$ cat config.mk
export PLATFORM = sky130hd
export DESIGN_NAME = gps_srq_snap
export DESIGN_NICKNAME = d
export VERILOG_FILES = /design/src/rtl/gps_srq_snap_pkg.sv /design/src/rtl/gps_srq_snap_piso.sv /design/src/rtl/gps_srq_snap.sv
export SDC_FILE = /design/constraint.sdc
export NUM_CORES = 1
export LEC_CHECK = 0
export CELL_PAD_IN_SITES_DETAIL_PLACEMENT = 0
export CELL_PAD_IN_SITES_GLOBAL_PLACEMENT = 1
export CORE_MARGIN = 1
export CORE_UTILIZATION = 45
export CTS_BUF_LIST = sky130_fd_sc_hd__clkbuf_4
export DETAILED_ROUTE_END_ITERATION = 16
export GPL_ROUTABILITY_DRIVEN = 0
export PLACE_DENSITY = 0.94
export SETUP_SLACK_MARGIN = 0.02
export SYNTH_ARGS = -nofsm -noshare
export SYNTH_HDL_FRONTEND = slang
export SYNTH_SLANG_ARGS = --single-unit
$ cat constraint.sdc
create_clock -name clk -period 4.1 [get_ports clk]
set_clock_uncertainty 0.2 [all_clocks]
set_input_delay 0.82 -clock clk [delete_from_list [all_inputs] [get_ports clk]]
set_output_delay 0.82 -clock clk [all_outputs]
set_load 0.05 [all_outputs]
$ cat src/rtl/gps_srq_snap_pkg.sv
// gps_srq_snap_pkg
// Shared constants for the GPS service-request / snapshot serialiser:
// default channel and field widths, frame-length helpers and the encodings
// of the frame-select register.
// No ports (package).
package gps_srq_snap_pkg;

  localparam int DEF_CHANS     = 12;
  localparam int DEF_REPL_BITS = 16;
  localparam int DEF_TICK_BITS = 48;
  localparam int DEF_MISS_BITS = 4;

  // Which serial frame currently drives ser.
  localparam logic [1:0] SEL_NONE = 2'd0;
  localparam logic [1:0] SEL_SRQ  = 2'd1;
  localparam logic [1:0] SEL_SNAP = 2'd2;
  localparam logic [1:0] SEL_MISS = 2'd3;

  // Frame lengths in bits.
  function automatic int srq_len(input int chans);
    return chans + 1;
  endfunction

  function automatic int snap_len(input int chans, input int tick_bits, input int repl_bits);
    return tick_bits + chans + chans * repl_bits;
  endfunction

  function automatic int miss_len(input int chans, input int miss_bits);
    return chans * miss_bits;
  endfunction

  localparam int DEF_SRQ_LEN  = srq_len(DEF_CHANS);
  localparam int DEF_SNAP_LEN = snap_len(DEF_CHANS, DEF_TICK_BITS, DEF_REPL_BITS);
  localparam int DEF_MISS_LEN = miss_len(DEF_CHANS, DEF_MISS_BITS);

endpackage

$ cat src/rtl/gps_srq_snap_piso.sv
// gps_piso
// Parallel-in / serial-out register. The parallel word is captured on load;
// each shift moves it one place towards the MSB, filling with zero, so once
// the word has been fully shifted out ser stays low.
// Ports:
//   clk   - clock
//   rst   - synchronous active-high reset, clears the register
//   load  - capture din (takes precedence over shift)
//   shift - advance by one bit
//   din   - parallel word, MSB is presented first
//   ser   - current MSB
module gps_piso #(
  parameter int WIDTH = 8
) (
  input  logic             clk,
  input  logic             rst,
  input  logic             load,
  input  logic             shift,
  input  logic [WIDTH-1:0] din,
  output logic             ser
);

  logic [WIDTH-1:0] r_data;

  always_ff @(posedge clk) begin
    if (rst) begin
      r_data <= '0;
    end else if (load) begin
      r_data <= din;
    end else if (shift) begin
      r_data <= r_data << 1;
    end
  end

  assign ser = r_data[WIDTH-1];

endmodule

$ cat src/rtl/gps_srq_snap.sv
// gps_srq_snap
// Service-request and snapshot serialiser for the GPS correlator bank.
// Latches per-channel epoch pulses, counts epochs that arrive before the
// previous one was serviced, and serialises one of three frames:
//   SRQ  : {host_srq, (noted|srq_in) & mask}
//   SNAP : {ticks, srq_in|noted, replica}      (single-cycle, coherent)
//   MISS : {miss[CHANS-1], ..., miss[0]}       (counters cleared on capture)
// Ports:
//   clk, rst              - clock, synchronous active-high reset
//   srq_in                - per-channel epoch pulses
//   host_srq              - host service request (level)
//   mask_wr, mask_din     - channel mask write
//   ticks, replica        - snapshot sources (replica ch0 in LSBs)
//   load_srq/snap/miss    - frame capture strobes (priority srq>snap>miss)
//   shift                 - advance the selected frame by one bit
//   ser                   - MSB of the selected frame
//   srq_pending           - |(noted & mask) | host_srq
module gps_srq_snap
  import gps_srq_snap_pkg::*;
#(
  parameter int CHANS     = DEF_CHANS,
  parameter int REPL_BITS = DEF_REPL_BITS,
  parameter int TICK_BITS = DEF_TICK_BITS,
  parameter int MISS_BITS = DEF_MISS_BITS
) (
  input  logic                       clk,
  input  logic                       rst,
  input  logic [CHANS-1:0]           srq_in,
  input  logic                       host_srq,
  input  logic                       mask_wr,
  input  logic [CHANS-1:0]           mask_din,
  input  logic [TICK_BITS-1:0]       ticks,
  input  logic [CHANS*REPL_BITS-1:0] replica,
  input  logic                       load_srq,
  input  logic                       load_snap,
  input  logic                       load_miss,
  input  logic                       shift,
  output logic                       ser,
  output logic                       srq_pending
);

  localparam int SRQ_LEN  = srq_len(CHANS);
  localparam int SNAP_LEN = snap_len(CHANS, TICK_BITS, REPL_BITS);
  localparam int MISS_LEN = miss_len(CHANS, MISS_BITS);

  logic [CHANS-1:0] r_noted;
  logic [CHANS-1:0] r_mask;
  logic [1:0]       r_sel;

  // Load arbitration: only the highest-priority strobe captures its frame.
  logic w_srq_win;
  logic w_snap_win;
  logic w_miss_win;
  logic w_any_load;
  logic w_shift_ok;

  assign w_srq_win  = load_srq;
  assign w_snap_win = load_snap & ~load_srq;
  assign w_miss_win = load_miss & ~load_srq & ~load_snap;
  assign w_any_load = load_srq | load_snap | load_miss;
  // A load in the same cycle suppresses the shift.
  assign w_shift_ok = shift & ~w_any_load;

  // Frame sources.
  logic [SRQ_LEN-1:0]  w_srq_frame;
  logic [SNAP_LEN-1:0] w_snap_frame;
  logic [MISS_LEN-1:0] w_miss_frame;

  // A pulse coinciding with load_srq is already part of this frame, yet
  // is still kept in noted for the following frame.
  assign w_srq_frame  = {host_srq, (r_noted | srq_in) & r_mask};
  assign w_snap_frame = {ticks, srq_in | r_noted, replica};

  always_ff @(posedge clk) begin
    if (rst) begin
      r_noted <= '0;
      r_mask  <= '0;
      r_sel   <= SEL_NONE;
    end else begin
      r_noted <= load_srq ? srq_in : (r_noted | srq_in);
      if (mask_wr) begin
        r_mask <= mask_din;
      end
      if (w_srq_win) begin
        r_sel <= SEL_SRQ;
      end else if (w_snap_win) begin
        r_sel <= SEL_SNAP;
      end else if (w_miss_win) begin
        r_sel <= SEL_MISS;
      end
    end
  end

  // Missed-epoch counters: a second pulse on a channel that is still noted
  // (and not being serviced this cycle) is a missed epoch. Masked channels
  // count too. Clearing on capture keeps a coincident increment as 1.
  genvar gi;
  generate
    for (gi = 0; gi < CHANS; gi++) begin : g_miss
      logic                 w_inc;
      logic [MISS_BITS-1:0] r_cnt;

      assign w_inc = srq_in[gi] & r_noted[gi] & ~load_srq;

      always_ff @(posedge clk) begin
        if (rst) begin
          r_cnt <= '0;
        end else if (w_miss_win) begin
          r_cnt <= w_inc ? MISS_BITS'(1) : '0;
        end else if (w_inc && (r_cnt != {MISS_BITS{1'b1}})) begin
          r_cnt <= r_cnt + 1'b1;
        end
      end

      assign w_miss_frame[gi*MISS_BITS +: MISS_BITS] = r_cnt;
    end
  endgenerate

  logic w_ser_srq;
  logic w_ser_snap;
  logic w_ser_miss;

  gps_piso #(.WIDTH(SRQ_LEN)) u_piso_srq (
    .clk   (clk),
    .rst   (rst),
    .load  (w_srq_win),
    .shift (w_shift_ok & (r_sel == SEL_SRQ)),
    .din   (w_srq_frame),
    .ser   (w_ser_srq)
  );

  gps_piso #(.WIDTH(SNAP_LEN)) u_piso_snap (
    .clk   (clk),
    .rst   (rst),
    .load  (w_snap_win),
    .shift (w_shift_ok & (r_sel == SEL_SNAP)),
    .din   (w_snap_frame),
    .ser   (w_ser_snap)
  );

  gps_piso #(.WIDTH(MISS_LEN)) u_piso_miss (
    .clk   (clk),
    .rst   (rst),
    .load  (w_miss_win),
    .shift (w_shift_ok & (r_sel == SEL_MISS)),
    .din   (w_miss_frame),
    .ser   (w_ser_miss)
  );

  always_comb begin
    ser = 1'b0;
    case (r_sel)
      SEL_SRQ:  ser = w_ser_srq;
      SEL_SNAP: ser = w_ser_snap;
      SEL_MISS: ser = w_ser_miss;
      default:  ser = 1'b0;
    endcase
  end

  assign srq_pending = (|(r_noted & r_mask)) | host_srq;

endmodule
==> run summary <==
Postcts setup bufs - 0
Required @ worst endpoint - 3080 ps
CP Launch Type - flip-flop
Status - completed
Top-Level Pins - 274
#FFs+latches synth - 387
Drt wl/cell - 18.46 um
Initial drt markers - 1916
Root Driver - clkbuf_4
Net Count, Synth - 2445
Chip width - 201.8 um
Cell leakage power - 7.393 nW
CP Capture Type - output pin
Remaining DRCs - 0
Multi-input logic area - 0.009034 sq mm
Max Cap Viol - 0
Core Region - 0.03901 sq mm
Hold buffers post-CTS - 0
Seq/Total Area, Yosys - 0.4314
Row count - 72
Buf/Inv on CP - 1
Inserted Clock Buffers - 101
FILL cells - 3506
Placed cell areas - 0.02066 sq mm
Drt first pass iters - 6
Longest Clk Path Bufs - 3
Worst path arrival time - 2620 ps
Worst-Margin Slew - 1480 ps
Maximum number of pins on one net before global-route repair - 252
Gate Count Post-Synth - 2161
Hpwl dp - 31750 um
Vias per inst - 6.165
GRT Overall Usage - 0.2560
Max-slew violations - 0
# nets final - 2611
Yosys cell types - 49
Die ar. - 0.04071 sq mm
Final hold vios - 0
Critical setup path kind - flip-flop to output pin
RSZ-0062 raised after global routing - false
Fraction of registers with async set/reset - 0
Cell breakdown of the critical path - mux2_2, a22o_1, clkdlybuf4s50_1
Levels on crit path - 3
Vias - 18010
Initial core utilization - 0.4604
Routed Antenna Nets - 0
Clock slew at reported path FFs - 60 ps
Maximum vdd drop - 0.2129 mV
Netlist Area Pre-Place - 0.01796 sq mm
Final TNS setup - 0 ps
Final Cell Area - 0.02202 sq mm
Synth top area share - 0.4314
CP max-delay cell - clkdlybuf4s50_1
EDFF count, synth - 0
Worst R2R Path Depth - 4
Initial antenna violation count - 2
Crit Path Max Fanout - 8
Layout cells sized above 1 - 0.09458
Clk_lat worst skew - 810 ps
Fin crit period - 3641 ps
I/O Buffers - 273
Final setup vio count - 0
Synth warnings - 0
Hold WC Path Type - input port to flip-flop
Mean Syn Cell Area - 8.311 sq um
H-tree depth - 3
Crit-path leading delay family - buffers and inverters
CTS Sinks - 387
Worst slew margin - 0.01332
TritonCTS clock tree - built
Max Fclk - 274.7 MHz
Synth Flop Type - dfxtp_1
Sequential standard cell area - 0.007747 sq mm
WHS Path Cells - 2
Die Ht - 201.8 um
GR Overflow Total - 0
Pwr Density - 393.3 mW/mm^2
CTS resizes - 0
Placed cell count - 2742
Detailed Route WL - 53930 um
Final Cycle Share - 0.8880
Area leader, netlist - dfxtp_1
Vias in the first global route - 16930
Area grow syn2layout - 22.60%
Top post-synthesis cells by area - dfxtp_1 43%, a211oi_1 9.5%, a31oi_1 8.7%, nor2_1 5.6%, o21ai_1 4.5%
Cell Count, Final, Fillers Out - 2921
CP max stage delay - 710 ps
First-pass GRT wire length - 87350 um
flip-flops by register name, indices dropped and copies added, names as in the netlist:
name,flops
r_noted,12
u_piso_snap.r_data,252
g_miss.r_cnt,48
u_piso_srq.r_data,13
u_piso_miss.r_data,48
r_mask,12
r_sel,2
power by group:
group	internal, mW	switching, mW	total [mW]
logic	0.485	0.567	1.05
registers	3.95	0.116	4.07
clock network	1.94	1.60	3.54
total	6.38	2.28	8.66
stage by stage:
stage | worst slack [ps] | hold slack, ps | util | power, mW
2_1_floorplan | 1574 | 243.9 | - | 4.714
3_3_place_gp | 719.1 | 256.7 | 0.5297 | 5.162
3_5_place_dp | 667.4 | 263.6 | 0.5297 | 5.186
4_1_cts | 403.3 | 168.7 | 0.5643 | 8.739
5_1_grt | 386.4 | 192.5 | 0.5644 | 9.046
6_report | 459.1 | 246.1 | 0.5645 | 8.660
per-layer routing:
| metal | vias up | part of all wire | global-route usage |
|---|---|---|---|
| met2 | 729 | 0.46 | 0.3956 |
| met3 | 89 | 0.071 | 0.04950 |
| met5 | - | 0 | 0 |
| met4 | 0 | 0.023 | 0.09416 |
| met1 | 8574 | 0.44 | 0.3536 |
| li1 | 8617 | - | - |
cell usage after synthesis (2+ instances only):
cell type,count
o21ai_0,150
a41o_1,2
and3b_1,12
ha_1,12
o41ai_1,2
o31ai_1,23
buf_1,19
nand3_1,28
dfxtp_1,387
inv_1,5
a31oi_1,251
nor2_1,267
buf_4,4
clkbuf_1,122
or3_1,13
a221oi_1,2
o21ai_1,163
o21ai_2,7
buf_6,20
mux2_2,13
a32oi_1,47
o211ai_1,20
nand2b_1,13
nor2b_1,14
a22oi_1,7
nand3b_1,21
a211oi_1,228
mux2i_1,12
a21oi_1,132
nor3_1,23
buf_2,84
a311oi_1,11
and3_1,13
nand2_1,19
layout make-up:
class / count / area share
tap: 518 / 0.02944
sequential: 387 / 0.3519
timing repair buffer: 312 / 0.1459
multi-input combinational: 1520 / 0.4103
inverter: 5 / 0.0008524
antenna: 3 / 0.0003409
clock inverter: 30 / 0.01154
clock buffer: 146 / 0.04978
final timing paths:
| kind | startpoint | endpoint | slack [ps] |
|---|---|---|---|
| setup / recovery | r_sel[1]$_SDFFE_PP0P_ | ser | 460 |
| hold / removal | rst | r_noted[0]$_SDFF_PP0_ | 250 |
| setup reg to reg | r_sel[1]$_SDFFE_PP0P_ | u_piso_snap.r_data[251]$_SDFFE_PP0P_ | 1330 |
| hold reg to reg | u_piso_snap.r_data[108]$_SDFFE_PP0P_ | u_piso_snap.r_data[109]$_SDFFE_PP0P_ | 270 |
cells by family (layout without fill, tap and decap cells):
family,Yosys count,in the layout,share of synthesized area
flip-flops,387,387,0.4314
AO/OA/AOI/OAI,1051,1051,0.3654
buffers and inverters,254,493,0.06813
AND/OR/NAND/NOR,432,432,0.1119
other,0,3,0
adder cells (fa/ha/maj),12,12,0.008360
multiplexers,25,25,0.01484
cell usage in the layout (no fill, tap or decap), drive strengths merged, types with 3 or more instances in the layout:
master / synthesis / routed
dfxtp: 387 / 387
and3b: 12 / 12
mux2i: 12 / 12
a32oi: 47 / 47
clkdlybuf4s50: 0 / 271
nand3b: 21 / 21
ha: 12 / 12
and3: 13 / 13
a22oi: 7 / 7
buf: 127 / 41
a31oi: 251 / 251
a211oi: 228 / 228
a21oi: 132 / 132
clkinv: 0 / 24
a311oi: 11 / 11
nand3: 28 / 28
nand2: 19 / 19
o21ai: 320 / 320
or3: 13 / 13
mux2: 13 / 13
o211ai: 20 / 20
nor2: 267 / 267
clkbuf: 122 / 146
nand2b: 13 / 13
inv: 5 / 6
nor3: 23 / 23
diode: 0 / 3
o31ai: 23 / 23
nor2b: 14 / 14
bufinv: 0 / 5
Power figures use the tool's default switching activity.
